$ cat src/rtl/rr_arbiter4.sv
// rr_arbiter4: four-requester round-robin arbiter with grant hold and release.
// sel/en are registered and feed a 2-to-4 decoder whose one-hot output is the
// grant vector. At least one idle cycle separates grants (break-before-make).
// Optional watchdog: define RR_ARB_TIMEOUT_EN to revoke grants held for
// MAX_HOLD cycles; otherwise timeout is tied low and MAX_HOLD is ignored.

module rr_arbiter4 #(
    parameter int unsigned MAX_HOLD = 16
) (
    input  logic       clk,
    input  logic       rst_n,
    input  logic [3:0] req,
    input  logic       done,
    output logic [1:0] sel,
    output logic       en,
    output logic       timeout
);

    typedef enum logic [0:0] {
        StIdle,
        StGrant
    } state_e;

    state_e     state_q;
    logic [1:0] ptr_q;
    logic [1:0] sel_q;
    logic       en_q;

    logic [1:0] pick;
    logic       pick_valid;
    logic       release_req;
    logic       expire;

    // First requester at or after the rotating pointer, wrapping mod 4.
    always_comb begin
        pick       = ptr_q;
        pick_valid = 1'b0;
        for (int k = 0; k < 4; k++) begin
            if (!pick_valid && req[ptr_q + 2'(k)]) begin
                pick       = ptr_q + 2'(k);
                pick_valid = 1'b1;
            end
        end
    end

    // Holder releases by pulsing done or by dropping its own request.
    always_comb begin
        release_req = done | ~req[sel_q];
    end

`ifdef RR_ARB_TIMEOUT_EN
    localparam logic [7:0] HoldMax = 8'(MAX_HOLD);

    logic [7:0] hold_q;
    logic       timeout_q;

    // hold_q equals the number of cycles spent in GRANT, including the current one.
    always_comb begin
        expire = (state_q == StGrant) && (hold_q == HoldMax);
    end

    assign timeout = timeout_q;
`else
    // Parameter kept in the interface for build compatibility only.
    logic unused_max_hold;
    assign unused_max_hold = ^8'(MAX_HOLD);

    always_comb begin
        expire = 1'b0;
    end

    assign timeout = 1'b0;
`endif

    // Arbiter FSM with registered sel/en/timeout outputs.
    always_ff @(posedge clk or negedge rst_n) begin
        if (!rst_n) begin
            state_q   <= StIdle;
            ptr_q     <= 2'd0;
            sel_q     <= 2'd0;
            en_q      <= 1'b0;
`ifdef RR_ARB_TIMEOUT_EN
            hold_q    <= 8'd0;
            timeout_q <= 1'b0;
`endif
        end else begin
            case (state_q)
                StIdle: begin
`ifdef RR_ARB_TIMEOUT_EN
                    // Revocation pulse lasts only the first idle cycle.
                    timeout_q <= 1'b0;
`endif
                    if (pick_valid) begin
                        sel_q   <= pick;
                        en_q    <= 1'b1;
                        state_q <= StGrant;
`ifdef RR_ARB_TIMEOUT_EN
                        hold_q  <= 8'd1;
`endif
                    end
                end
                StGrant: begin
                    if (release_req || expire) begin
                        en_q      <= 1'b0;
                        ptr_q     <= sel_q + 2'd1;
                        state_q   <= StIdle;
`ifdef RR_ARB_TIMEOUT_EN
                        // A genuine release on the same edge suppresses the pulse.
                        timeout_q <= ~release_req;
                        hold_q    <= 8'd0;
`endif
                    end else begin
`ifdef RR_ARB_TIMEOUT_EN
                        hold_q    <= hold_q + 8'd1;
`endif
                    end
                end
                default: begin
                    state_q <= StIdle;
                    en_q    <= 1'b0;
                end
            endcase
        end
    end

    assign sel = sel_q;
    assign en  = en_q;

endmodule
$ cat config.mk
export PLATFORM = sky130hd
export DESIGN_NAME = rr_arbiter4
export DESIGN_NICKNAME = d
export VERILOG_FILES = /design/src/rtl/rr_arbiter4.sv
export SDC_FILE = /design/constraint.sdc
export NUM_CORES = 1
export LEC_CHECK = 0
export ABC_CLOCK_PERIOD_IN_PS = 2850
export BUFFER_PORTS_ARGS = -buffer_cell sky130_fd_sc_hd__buf_4
export CAP_MARGIN = 5
export CORE_AREA = 2 2 39 41
export DETAILED_ROUTE_END_ITERATION = 10
export DIE_AREA = 0 0 41 43
export MAX_ROUTING_LAYER = met4
export SYNTH_ARGS = -nofsm -noshare
export SYNTH_HDL_FRONTEND = slang
export SYNTH_SLANG_ARGS = --single-unit
$ cat constraint.sdc
create_clock -name clk -period 2.85 [get_ports clk]
set_clock_uncertainty 0.05 [all_clocks]
set_input_delay 0 -clock clk [delete_from_list [all_inputs] [get_ports clk]]
set_output_delay 0 -clock clk [all_outputs]
set_load 0.05 [all_outputs]
---- Word level (Yosys, flattened, before mapping) ----
Cells that the tools add are included.
word-level totals
  logic and storage cells ................. 50
  register bits ........................... 6
  bits of input ports ..................... 7
  output and inout port bits .............. 4
operators by class
  bitwise gates (word level) .............. 3
  reductions and logical operators ........ 9
  equal/unequal tests ..................... 2
  add/subtract/negate cells ............... 4
  multiplexer cells ....................... 23
  $lt $le $gt $ge ......................... 5
operator list
  cell                   count
  $lt A2 B3 Y1 const B   5
  $mux W1                13
  $bmux W1 S2            5
  $mux W2                3
  $reduce_and A2 Y1      3
  $add A2 B1 Y2 const B  2
  $add A2 B2 Y2 const B  2
  $pmux W1 S2            2
  $logic_and A1 B1 Y1    3
  $logic_not A1 Y1       3
  $ne A2 B1 Y1 const B   1
  $ne A2 B2 Y1 const B   1
  $not A1 Y1             2
  $or A1 B1 Y1           1

---- Longest topological paths before layout ----
  word-level depth ........................ 14
  depth in mapped cells ................... 4

---- Worst setup path before layout ----
No wires, ideal clock.
  path type ............................... flip-flop to flip-flop
  start ................................... register sel_q[0], in the netlist sel[0]
  end ..................................... register ptr_q[0]
  stages on the path, launching flop included .. 5
  required time ........................... 2.672 ns
  buffers on the path ..................... 0
  setup time .............................. 0.128 ns
  setup slack ............................. 1.095 ns
  arrival time ............................ 1.577 ns
  cell sequence ........................... dfrtp_1 -> mux2_4 -> nand3b_4 -> o311ai_4 -> mux2_1
between the ends
  word-level cells in the longest chain between the ends .. 5
  elaborated cells on any way between the ends .. 6
RTL lines
  item                           line  RTL
  start: declaration             26    logic [1:0] sel_q;
  start signal: assignment       94    sel_q <= pick;
  $bmux W1 S2                    48    release_req = done | ~req[sel_q];
  $mux W1 (not written as such)  48
  $not A1 Y1                     48
  $or A1 B1 Y1                   48
  $reduce_and A2 Y1 (no line)    --
  end signal: assignment         105   ptr_q <= sel_q + 2'd1;
  end: declaration               25    logic [1:0] ptr_q;
Several ways; a longest one is shown, not always the timed one. The select of a mux whose other input is x is not followed.
A chain may end at the register's enable or synchronous reset.

---- Worst setup path in the final report ----
  start ................................... register sel_q[0], in the netlist sel[0]
  end ..................................... register ptr_q[1]
The elaborated chain is that of the path after synthesis.

==> out/metrics.yaml <==
grt:
  use_met1_pct: 12.0
  grt_pass1_wl_um: 1240
  grt.total_usage_pct: 11.4
  first_global_vias: 299
  met2_usage_pct: 16.6
  antenna_found_initial: 0
  grt_max_degree: 7
  gr-max-usage-layer: "met2"
  grt_remaining_overflow: 0
  met3_usage_pct: 4.71
synth:
  synth_seq_cells: 6
  syn_inst: 38
  synth_area_um2: 392
  yosys_warnings: 0
  synth_area_leaders: "dfrtp_1 (38%), o311ai_4 (6.7%), mux2_1 (5.8%), nand3b_4 (5.1%), nor2b_1 (4.8%)"
  yosysSeqAreaShare_pct: 38.3
  avgSynthCellArea_um2: 10.3
  synth_top_area_share_pct: 38.3
  synth_cell_types: 23
  syn-num-nets: 45
  yosysTopAreaCell: "dfrtp_1"
cells_and_area:
  fillers: 143
  nets: 59
  regArea_um2: 150
  synthToLayoutAreaGrowth_pct: 28.8
  final_common_cell: "buf_4"
  multiInputGateArea_um2: 226
  drive_above_1_share_pct: 32.0
  final_cell_mix: "buf_4 (9), dfrtp_1 (6), nor2_1 (4)"
  antenna_cells: 0
setup_path:
  rr_endpoint: "ptr_q[1]"
  end_kind: "flip-flop"
  cp_max_fo: 5
  setup.worst_path.start_class: "flip-flop"
  path_cells: "mux2_4 > nand3b_4 > o311ai_4 > mux2_1"
  path_buf_inv: 0
  cp_top_family: "multiplexers"
  critPathSlowestCell: "dfrtp_1"
  crit_required_ns: 2.92
  max_stage_delay_ns: 0.44
  worst-setup-path-type: "reg -> reg"
  crit_arrival_ns: 1.56
  reg2reg_from: "sel[0]"
  r2r_cells: 4
  rrSetupSlack_ns: 1.36
power:
  power_density_nw_per_um2: 1100
  peakVddDrop_v: 0.000415
  p_leak_nw: 0.229
  power.total_mw: 0.553
die:
  initial_utilization_pct: 28.3
  row_count: 14
  die_height_um: 43
  io_pins: 11
  core_um2: 1380
  die_w_um: 41
  die_area_um2: 1760
sta:
  finalHoldViolCount: 0
  final.period_utilization_pct: 52.4
  clock.fmax_mhz: 669
  final.setup.tns_ns: 0
  grt_setup_unrepaired: "false"
  final_max_slew_viol_count: 0
  setup_viol: 0
  period_needed_ns: 1.49
worst_hold_path:
  hold_path_class: "in -> reg"
  hold_depth: 4
  hold_start: "req[1]"
  holdPathEnd: "sel[1]"
route:
  ant_nets: 0
  drt_iter0_drc: 3
  vias_per_cell: 4.85
  vias: 320
  wire_per_inst_um: 12.1
  drc: 0
  routed_wl_um: 801
  dr.pass1.iters: 2
clock_tree:
  cts_buffers: 3
  htree_levels: 1
  clk-insertion-delay-late_ns: 0.24
  cts.sinks: 6
  cts_root_buf: "clkbuf_4"
  cts_tree: "done"
  clockBufferDepth: 2
  cts_resized: 0
  cts.clk_slew.worst_paths_ns: 0.04
placement:
  post-dp-hpwl_um: 643
  place_congestion: 0.694
  io_buffers: 9
run:
  max_cap_violations: 0
outcome:
  status: "completed"
[registers in the layout (all words and copies together) (netlist names)]
| register | flops |
|---|---|
| en | 1 |
| ptr_q | 2 |
| state_q | 1 |
| sel | 2 |
[worst register-to-register path: cells and delay by family, from the launching register on]
| family | cells | cell delay [ns] |
|---|---|---|
| AOI/OAI and AO/OA | 1 | 0.12 |
| DFF | 1 | 0.44 |
| muxes | 2 | 0.68 |
| and+or+nand+nor | 1 | 0.09 |
[metrics by stage]
step                setup WS (ns)  cells  util [%]  hold slack, ns  cell area (µm²)
CTS                          1.35     66      36.4          0.0352              504
global route                 1.31     66      36.4          0.0450              504
global placement             1.39     62      34.1          -0.235              472
floorplan                    1.10     38         -          -0.346              392
detailed placement           1.36     62      34.1          -0.235              472
finish                       1.36     66      36.4          0.0372              504
[kinds of logic after synthesis]
logic type	share of synthesized area (%)
multiplexers	12.1
XOR/XNOR	2.24
flip-flops	38.3
buffers and inverters	3.84
AO/OA/AOI/OAI	21.7
other	0.958
AND/OR/NAND/NOR	20.8
[report_power, final]
part,total (mW),switching [mW],internal [mW],leakage (nW)
Combinational,0.282,0.157,0.125,0.146
Clock,0.0759,0.0284,0.0475,0.0138
Sequential,0.195,0.0652,0.129,0.0695
Total,0.553,0.251,0.302,0.229
[synth_stat cells]
cell type and n:
o31ai_1 1, nor4_1 1, xor2_1 1, inv_1 2, and2_2 1, nor2b_1 3, a21oi_1 2, o21ai_0 1
buf_4 1, nor3_1 2, a31oi_1 2, mux2_1 2, conb_1 1, nand3b_4 1, nor2_1 4, o21bai_1 1
o311ai_4 1, a21o_1 1, dfrtp_1 6, nand2_1 1, mux2i_1 1, mux2_4 1, o32ai_1 1
[routing by layer]
layer	vias up	routed length, µm	share of wire, %
li1	165	-	-
met1	147	352	44
met2	8	392	49
met3	0	56	7.0
met4	0	0	0
met5	-	0	0
[worst max path at each step]
stage | startpoint | end | cells after the start
floorplan | sel[0] | ptr_q[0] | 4
global placement | sel[0] | ptr_q[1] | 4
detailed placement | sel[0] | ptr_q[1] | 4
CTS | sel[0] | ptr_q[1] | 4
global route | sel[0] | ptr_q[1] | 4
finish | sel[0] | ptr_q[1] | 4
[timing repair]
action,4_1_cts,5_1_grt
hold buffers,1,0
endpoints found under the setup margin,0,0
buffers inserted,0,0
hold endpoints to repair,6,0
[final cells by class]
cell class	count	share of cell area (%)
clock buffer	3	4.47
sequential	6	29.8
tap	16	3.97
timing repair buffer	10	15.4
inverter	2	1.49
multi-input combinational	29	44.9
(Power assumes the default switching activity.)
